`src/rtl/maze_mem_arbiter.sv`:
```
// Two-requester arbiter for the maze memory: solver datapath vs. host loader, with host locking.
// Define MAZE_ARB_RR_EN for round-robin ties; otherwise the host has fixed priority over the solver.
module maze_mem_arbiter #(
  parameter int ADDR_W = 8,
  parameter int DATA_W = 1
) (
  input  logic              clk,
  input  logic              rst,
  input  logic              sol_req,
  input  logic              sol_we,
  input  logic [ADDR_W-1:0] sol_addr,
  input  logic [DATA_W-1:0] sol_wdata,
  output logic              sol_gnt,
  output logic              sol_rvalid,
  input  logic              host_req,
  input  logic              host_we,
  input  logic [ADDR_W-1:0] host_addr,
  input  logic [DATA_W-1:0] host_wdata,
  input  logic              host_lock,
  output logic              host_gnt,
  output logic              host_rvalid,
  output logic [DATA_W-1:0] rdata,
  output logic              locked,
  output logic              mem_en,
  output logic              mem_we,
  output logic [ADDR_W-1:0] mem_addr,
  output logic [DATA_W-1:0] mem_wdata,
  input  logic [DATA_W-1:0] mem_rdata
);

  typedef enum logic {OPEN, LOCKED} state_t;

  state_t state, state_nxt;
  logic   sol_elig, host_elig;
  logic   sol_win, host_win;
  logic   rd_valid, rd_owner;

`ifdef MAZE_ARB_RR_EN
  logic last_host;

  always_ff @(posedge clk or posedge rst) begin
    if (rst)
      last_host <= 1'b1;
    else if (sol_win || host_win)
      last_host <= host_win;
  end
`endif

  always_ff @(posedge clk or posedge rst) begin
    if (rst)
      state <= OPEN;
    else
      state <= state_nxt;
  end

  // Current gnt masks eligibility so a requester dropping req in response is not issued twice.
  always_comb begin
    state_nxt = state;
    sol_elig  = 1'b0;
    host_elig = 1'b0;
    sol_win   = 1'b0;
    host_win  = 1'b0;
    state_nxt = host_lock ? LOCKED : OPEN;
    sol_elig  = sol_req && !sol_gnt && (state == OPEN) && !host_lock;
    host_elig = host_req && !host_gnt;
`ifdef MAZE_ARB_RR_EN
    if (sol_elig && host_elig) begin
      sol_win  = last_host;
      host_win = !last_host;
    end else begin
      sol_win  = sol_elig;
      host_win = host_elig;
    end
`else
    // A pending host request blocks the solver even in the host's masked cycle.
    host_win = host_elig;
    sol_win  = sol_elig && !host_req;
`endif
  end

  always_ff @(posedge clk or posedge rst) begin
    if (rst) begin
      mem_en    <= 1'b0;
      mem_we    <= 1'b0;
      mem_addr  <= '0;
      mem_wdata <= '0;
      sol_gnt   <= 1'b0;
      host_gnt  <= 1'b0;
      rd_valid  <= 1'b0;
      rd_owner  <= 1'b0;
    end else begin
      mem_en   <= sol_win || host_win;
      sol_gnt  <= sol_win;
      host_gnt <= host_win;
      if (host_win) begin
        mem_we    <= host_we;
        mem_addr  <= host_addr;
        mem_wdata <= host_wdata;
      end else if (sol_win) begin
        mem_we    <= sol_we;
        mem_addr  <= sol_addr;
        mem_wdata <= sol_wdata;
      end else begin
        mem_we    <= 1'b0;
      end
      // Record the read issued this cycle; its data returns next cycle.
      rd_valid <= mem_en && !mem_we;
      rd_owner <= host_gnt;
    end
  end

  assign sol_rvalid  = rd_valid && !rd_owner;
  assign host_rvalid = rd_valid && rd_owner;
  assign rdata       = rd_valid ? mem_rdata : '0;
  assign locked      = (state == LOCKED);

endmodule
```
`config.mk`:
```
export PLATFORM = sky130hd
export DESIGN_NAME = maze_mem_arbiter
export DESIGN_NICKNAME = d
export VERILOG_FILES = /design/src/rtl/maze_mem_arbiter.sv
export SDC_FILE = /design/constraint.sdc
export NUM_CORES = 1
export LEC_CHECK = 0
export BUFFER_PORTS_ARGS = -buffer_cell sky130_fd_sc_hd__buf_2
export CORE_AREA = 8 8 50 52
export CTS_CLUSTER_DIAMETER = 150
export DETAILED_ROUTE_END_ITERATION = 16
export DIE_AREA = 0 0 58 60
export HOLD_SLACK_MARGIN = 0.15
export PLACE_DENSITY = 0.88
export REMOVE_ABC_BUFFERS = 1
export SLEW_MARGIN = 0
export SYNTH_ARGS = -nofsm -noshare
export SYNTH_HDL_FRONTEND = slang
export SYNTH_SLANG_ARGS = --single-unit
```
`constraint.sdc`:
```
create_clock -name clk -period 2.4 [get_ports clk]
set_input_delay 0.12 -clock clk [delete_from_list [all_inputs] [get_ports clk]]
set_output_delay 0.12 -clock clk [all_outputs]
set_load 0.03 [all_outputs]
```
**Word-level counts from Yosys, hierarchy flattened**

Cells that the tools add are included.

- Multiplexer cells: 8
- Bitwise gates (word level): 1
- Reduce and logical (&&, ||, !) cells: 16

Operator list:

| cell | number |
|---|---|
| $mux 8 | 2 |
| $logic_and 1x1->1 | 8 |
| $logic_not 1->1 | 6 |
| $mux 1 | 6 |
| $reduce_bool 2->1 | 1 |
| $logic_or 1x1->1 | 1 |
| $not 1->1 | 1 |

- Register bits: 16
- Bits of input ports: 26
- Logic and storage cells: 34

**Depth between registers and ports, before layout**

Gate-level depths: netlist of run 1.

- Depth after elaboration: 7
- Gate-level depth with buffers: 5
- Depth with buffers taken out: 4

**Worst setup path before layout of run 1**

Ideal clock, no wire load.

- Kind: register to register
- Start: reg sol_gnt
- End: reg mem_addr[0]
- Data arrival time: 1.398 ns
- Path slack: 0.878 ns
- Cell stages (with the launch flop): 5
- Path buffers: 1
- Cells stage by stage: dfrtp_1 -> or4b_4 -> buf_6 -> o21ai_1 -> a21oi_1

- Longest elaborated chain between the ends: 6

RTL lines:

| item | RTL line | RTL |
|---|---|---|
| start: declaration | 13 | `output logic sol_gnt,` |
| start signal: assignment | 93 | `sol_gnt <= sol_win;` |
| $logic_not 1->1 | 64 | `sol_elig = sol_req && !sol_gnt && (state == OPEN) && !host_lock;` |
| $logic_and 1x1->1 (3 in a row) | 64 |  |
| $logic_and 1x1->1 | 77 | `sol_win = sol_elig && !host_req;` |
| $reduce_bool 2->1 (no source line) | -- |  |
| end signal: assignment | 97 | `mem_addr <= host_addr;` |
| end signal: assignment | 101 | `mem_addr <= sol_addr;` |
| end: declaration | 26 | `output logic [ADDR_W-1:0] mem_addr,` |

Every way passes these cells.
A chain may end at the register's enable or synchronous reset.

**Worst setup path in the final report of run 1**

- Start: in host_lock
- End: reg mem_we

- Longest elaborated chain between the ends: 5

RTL lines:

| item | RTL line | RTL |
|---|---|---|
| start: declaration | 19 | `input logic host_lock,` |
| $logic_not 1->1 | 64 |  |
| $logic_and 1x1->1 | 64 |  |
| $logic_and 1x1->1 | 77 |  |
| via sol_win | 35 | `logic sol_win, host_win;` |
| $mux 1 | 99 | `end else if (sol_win) begin` |
| $mux 1 | 95 | `if (host_win) begin` |
| end signal: assignment | 96 | `mem_we <= host_we;` |
| end signal: assignment | 100 | `mem_we <= sol_we;` |
| end: declaration | 25 | `output logic mem_we,` |

The timed path passes the listed nets, and every way through them passes these cells.

==> results.yml, run 1 <==
clocking:
  cts_buffers: 3
  cts_sinks: 16
  cts_tree: "done"
  h-tree-depth: 1
  clk_path_buf_depth: 2
  insertion_delay_ns: 0.29
  cts_root_buf: "clkbuf_4"
  post_cts_buffers: 0
  cts.clk_slew.worst_paths_ns: 0.10
critical_path:
  startpoint: "host_lock"
  cp_max_fo: 11
  cp.arrival_ns: 2.27
  crit_path_start_kind: "primary input"
  crit_path_end_kind: "flop"
  cp.required_ns: 2.63
  rrSetupSlack_ns: 0.38
  endpoint: "mem_we"
  rr_endpoint: "mem_we"
  r2r_start: "sol_gnt"
  rr_worst_depth: 4
  path_class: "in2reg"
power:
  cellPowerDensity_nw_per_um2: 641.2
  vdd_ir_drop_max_uv: 255.0
  p_leak_uw: 0.0005347
  power_uw: 693.1
run:
  drv_cap: 0
finish:
  multiInputGateArea_um2: 270.3
  nFillCells: 147
  drive_gt1_frac: 0.3952
  final_util: 0.6000
  diodes: 0
  fin_cells: 142
  area_growth_pct: 53.19
  register_area_um2: 400.4
  final_nets: 151
routing:
  drc: 0
  drt_iter0_markers: 24
  viasPerCell: 5.183
  wl_um: 2285
  firstDrtPassIters: 4
  ant_nets: 0
  vias: 736
  wl_per_cell_um: 16.09
status:
  outcome: "finished, final reports clean"
sta:
  holdWs_ns: 0.1549
  maxSlewViolCount: 0
  fin_crit_ns: 2.033
  fin_setup_tns_ns: 0
  finalHoldViolCount: 0
  fmax_mhz: 491.9
  final.setup_skew_ns: 0.005676
  min_period_over_period: 0.8471
  grt_setup_unrepaired: "false"
  setup_viol: 0
  worstMarginPinSlew_ns: 0.6200
  slew_headroom: 0.5862
synth:
  synth_simple_gate_area_frac: 0.1507
  netlist_area_um2: 705.7
  synth-xor-area-share: 0
  synthCells: 69
  synth_top_family_by_area: "compound AO/OA/AOI/OAI gates"
  syn_area_per_cell_um2: 10.23
  ys_warn_count: 0
  synth_compound_area_frac: 0.2323
  synthMuxAreaShare: 0
  ys_seq_area_frac: 0.5674
  synthAdderAreaFrac: 0
  ys_ff_latch: 16
  ys_types: 18
floorplan:
  initial_utilization: 0.3917
  core_area_um2: 1802
  row_count: 16
  die_area_um2: 3480
  die_h_um: 60
  die_x_um: 58
  io_pins: 43
place:
  dp_cells: 125
  gp_congestion: 0.7728
  dpl.hpwl_um: 1631
  io_buffer_count: 42
global_routing:
  grt_pass1_vias: 782
  grt_usage: 0.1427
  grt_max_degree: 17
  overflow: 0
  grt_pass1_wl_um: 3788
  antenna_found_initial: 0
worst_hold_path:
  hp-class: "in2reg"
[routing by layer]
layer  up-vias  part of all wire  wire, um  track usage
met1       332              0.41       926       0.1502
met5         -                 0         0            0
li1        355                 -         -            -
met3         6              0.11       254      0.05161
met4         0             0.020        46      0.08392
met2        43              0.46      1057       0.2404
[synth_stat cells]
cell       n  share of area
nor2b_1    2          0.018
clkbuf_2   1         0.0071
clkinv_1   1         0.0053
inv_1      2          0.011
buf_6      1          0.016
o21ai_1    8          0.057
o21ai_2    1          0.012
dfrtp_1   16           0.57
nor4b_4    1          0.034
a31oi_1    9          0.080
nor2_1    10          0.053
clkbuf_1   2          0.011
and2_1     2          0.018
a21oi_1    9          0.064
a22o_1     1          0.012
o21ai_0    1         0.0071
or4b_4     1          0.019
nand2b_1   1         0.0089
[cell usage in the layout (no fill, tap or decap), types with 2 or more instances in the layout]
| cell type | Yosys | final |
|---|---|---|
| dlygate4sd3_1 | 0 | 13 |
| a31oi_1 | 9 | 9 |
| a21oi_1 | 9 | 9 |
| clkbuf_4 | 0 | 3 |
| inv_1 | 2 | 2 |
| dfrtp_1 | 16 | 16 |
| nor2b_1 | 2 | 2 |
| and2_1 | 2 | 2 |
| buf_2 | 0 | 42 |
| o21ai_1 | 8 | 8 |
| nor2_1 | 10 | 10 |
[where the power goes]
group / leakage [uW] / switching (uW) / internal, uW
Combinational: 0.000325 / 126 / 74.3
Sequential: 0.000189 / 15.0 / 299
Clock: 0.0000210 / 86.6 / 92.4
Total: 0.000535 / 228 / 465
[area by class of cell]
type	count	share of cell area
inverters	3	0.01042
clock buffers	4	0.03356
repair buffers	55	0.3148
multi-input cells	46	0.2500
flip-flops and latches	16	0.3704
well taps	18	0.02083
[through the flow]
step	instance area (um2)	worst slack [ns]
final	1081	0.3670
after global routing	1081	0.3113
after CTS	1081	0.3863
after detailed placement	914.6	0.9426
after global placement	914.6	1.008
after floorplan	681.9	0.9359
[logic make-up (layout without fill, tap and decap cells)]
logic type | count (synthesis) | after routing
compound gates | 29 | 29
buf+inv | 7 | 62
flops | 16 | 16
simple gates | 17 | 17
[flip-flops by register name, indices dropped and copies added (netlist names)]
signal / cells
locked: 1
rd_valid: 1
sol_gnt: 1
host_gnt: 1
mem_wdata: 1
mem_addr: 8
mem_en: 1
mem_we: 1
rd_owner: 1
[worst min path at each step]
stage / slack, ns / start / to / cells after the start
finish: 0.15 / sol_addr[1] / mem_addr[1] / 3
global route: 0.17 / sol_addr[3] / mem_addr[3] / 3
CTS: 0.15 / sol_addr[1] / mem_addr[1] / 3
detailed placement: 0.22 / rst / mem_addr[4] / 2
global placement: 0.20 / rst / mem_addr[4] / 2
floorplan: 0.03 / rst / host_gnt / 1
[worst max-delay path, stage by stage]
cell,delay (ns)
dlygate4sd3_1,0.54
buf_2,0.15
or4b_4,0.58
nor2_1,0.18
a22o_1,0.16
dlygate4sd3_1,0.54
[what timing repair did]
action                    CTS  global route
gates resized for setup     0             0
hold buffers               13             0
hold endpoints to repair   27             0
No activity file was read; power rests on OpenSTA's default activity.
==> inputs of run 2 (changes only) <==
--- a/config.mk
+++ b/config.mk
@@ -5,13 +5,14 @@
 export SDC_FILE = /design/constraint.sdc
 export NUM_CORES = 1
 export LEC_CHECK = 0
+export ABC_AREA = 1
 export BUFFER_PORTS_ARGS = -buffer_cell sky130_fd_sc_hd__buf_2
-export CORE_AREA = 8 8 50 52
+export CORE_AREA = 8 8 52 54
 export CTS_CLUSTER_DIAMETER = 150
 export DETAILED_ROUTE_END_ITERATION = 16
-export DIE_AREA = 0 0 58 60
+export DIE_AREA = 0 0 60 62
 export HOLD_SLACK_MARGIN = 0.15
-export PLACE_DENSITY = 0.88
+export PLACE_DENSITY = 0.84
 export REMOVE_ABC_BUFFERS = 1
 export SLEW_MARGIN = 0
 export SYNTH_ARGS = -nofsm -noshare
==> constraint.sdc (replaced) <==
create_clock -name clk -period 1.95 [get_ports clk]
set_input_delay 0.0975 -clock clk [delete_from_list [all_inputs] [get_ports clk]]
set_output_delay 0.0975 -clock clk [all_outputs]
set_load 0.03 [all_outputs]
==> run 2 against run 1 <==
Sequential share of layout area fell by 4.0 points. Clock-buffer cell count did not move. Via count rose by 10%. Clock power rose by 18%. Largest cell class is now non-clock buffers. Critical endpoint unchanged.
==> results.yml, run 2 <==
routing:
  ant_nets: 0
  wl_per_cell_um: 11.62
  wl_um: 2173
  viasPerCell: 4.337
  vias: 811
  drc: 0
  drt_iter0_markers: 27
  firstDrtPassIters: 4
finish:
  diodes: 0
  fin_cells: 187
  largest_reg_flops: 8
  layout_common_cells: "49 x nand2_1, 42 x buf_2, 22 x dlygate4sd3_1"
  layout_commonest_cell: "nand2_1"
  final_nets: 187
  area_growth_pct: 61.33
  regMostFlops: "mem_addr"
  drive_gt1_frac: 0.3125
clocking:
  h-tree-depth: 1
  insertion_delay_ns: 0.28
  cts_tree: "done"
  cts_sinks: 16
  cts_buffers: 3
  cts_root_buf: "clkbuf_4"
  clk_path_buf_depth: 2
  cts.clk_slew.worst_paths_ns: 0.09
critical_path:
  cp.required_ns: 2.16
  crit_slowest_cell: "dlygate4sd3_1"
  path_class: "reg2reg"
  cp.arrival_ns: 2.00
  path_cells: "inv_1 > nand2_4 > inv_1 > nand2_1 > nand2_1 > dlygate4sd3_1"
  crit_path_end_kind: "flop"
  r2r_start: "host_gnt"
  startpoint: "host_gnt"
  rr_worst_depth: 6
  crit_path_start_kind: "flop"
  critPathTopFamily: "buffers and inverters"
  path_buf_inv: 3
  cp_max_fo: 20
  rrSetupSlack_ns: 0.16
  rr_endpoint: "mem_we"
  cp.depth: 6
  endpoint: "mem_we"
  critical_path.max_stage_delay_ns: 0.56
synth:
  synth_top_area_frac: 0.5333
  synth_top_area_cell: "dfrtp_1"
  async_flop_share: 1.000
  ys_warn_count: 0
  ys.flop_type: "dfrtp_1"
  syn_area_per_cell_um2: 7.820
  ys_ff_latch: 16
  ys_seq_area_frac: 0.5333
  synthCells: 96
  netlist_area_um2: 750.7
  ys_top_cells_by_area: "dfrtp_1 53%, nand2_1 25%, nand3_1 6.7%"
  synth_most_common_cell: "nand2_1"
  synthTopCellsByCount: "49 x nand2_1, 16 x dfrtp_1, 10 x nand3_1"
  synth-edff-count: 0
  ys_types: 10
sta:
  fin_crit_ns: 1.790
  slew_headroom: 0.6181
  min_period_over_period: 0.9180
  finalHoldViolCount: 0
  final.setup_skew_ns: 0.003462
  grt_setup_unrepaired: "false"
  setup_viol: 0
  worstMarginPinSlew_ns: 0.5722
  fmax_mhz: 558.6
  maxSlewViolCount: 0
  fin_setup_tns_ns: 0
place:
  gp_congestion: 0.7490
  dp_cells: 161
  io_buffer_count: 42
  dpl.hpwl_um: 1488
global_routing:
  overflow: 0
  antenna_found_initial: 0
  grt_pass1_vias: 794
  grt_pass1_wl_um: 3643
  grt_usage: 0.1273
  grt_max_degree: 21
status:
  outcome: "finished, final reports clean"
floorplan:
  die_x_um: 60
  initial_utilization: 0.3947
  io_pins: 43
  die_h_um: 62
  core_area_um2: 1902
  row_count: 16
  die_area_um2: 3720
power:
  vdd_ir_drop_max_uv: 374.0
  p_leak_uw: 0.0007374
  cellPowerDensity_nw_per_um2: 721.6
run:
  drv_cap: 0
worst_hold_path:
  hp-class: "in2reg"
==> run 2: layout make-up <==
class,instances,area [um2]
sequential,16,400.4
multi-input combinational,66,272.8
tap,27,33.78
clock buffer,4,36.28
fill,156,690.7
timing repair buffer,64,430.4
inverter,10,37.54
==> run 2: how the worst min path moves through the flow <==
stage,startpoint,to,cells past startpoint
2_1_floorplan,rst,host_gnt,1
3_3_place_gp,rst,mem_addr[4],2
3_5_place_dp,rst,mem_addr[7],2
4_1_cts,host_req,sol_gnt,4
5_1_grt,host_req,mem_wdata,4
6_report,host_req,mem_addr[4],4
==> run 2: per-layer routing <==
| metal | share of wire | track usage | vias to the layer above | wire length, um |
|---|---|---|---|---|
| li1 | - | - | 413 | - |
| met1 | 0.42 | 0.1470 | 358 | 905 |
| met2 | 0.49 | 0.2292 | 40 | 1060 |
| met3 | 0.095 | 0.03292 | 0 | 207 |
| met4 | 0 | 0.03061 | 0 | 0 |
| met5 | 0 | 0 | - | 0 |
==> run 2: worst min-delay path: stages <==
cell	delay [ns]
buf_2	0.12
nand2_4	0.15
nand3_1	0.13
nand2_1	0.05
==> run 2: logic make-up after synthesis <==
logic type,Yosys count,share of synthesized area
buffers and inverters,14,0.1100
flip-flops,16,0.5333
AND/OR/NAND/NOR,66,0.3567
==> run 2: per-stage QoR <==
stage	utilization	cell area, um2	hold slack [ns]	setup WS (ns)	power [uW]
5_1_grt	0.6368	1211	0.3246	0.01855	924.3
4_1_cts	0.6342	1206	0.3931	0.1185	881.8
3_5_place_dp	0.4993	949.7	0.1775	0.5125	635.0
6_report	0.6368	1211	0.2928	0.1599	873.9
3_3_place_gp	0.4993	949.7	0.1692	0.5990	629.7
2_1_floorplan	-	705.7	0.01124	0.5938	547.5
==> run 2: timing repair <==
| item | in CTS | in global routing |
|---|---|---|
| setup buffers | 0 | 0 |
| endpoints found under the setup margin | 0 | 1 |
| resized for setup | 0 | 1 |
| hold buffers | 22 | 0 |
| endpoints found under the hold margin | 27 | 0 |
==> run 2: report_power, final <==
group	internal, uW	switching, uW	leakage, uW	total (uW)
Clock	114	97.9	0.0000210	211
Combinational	103	169	0.000516	272
Sequential	370	20.2	0.000200	390
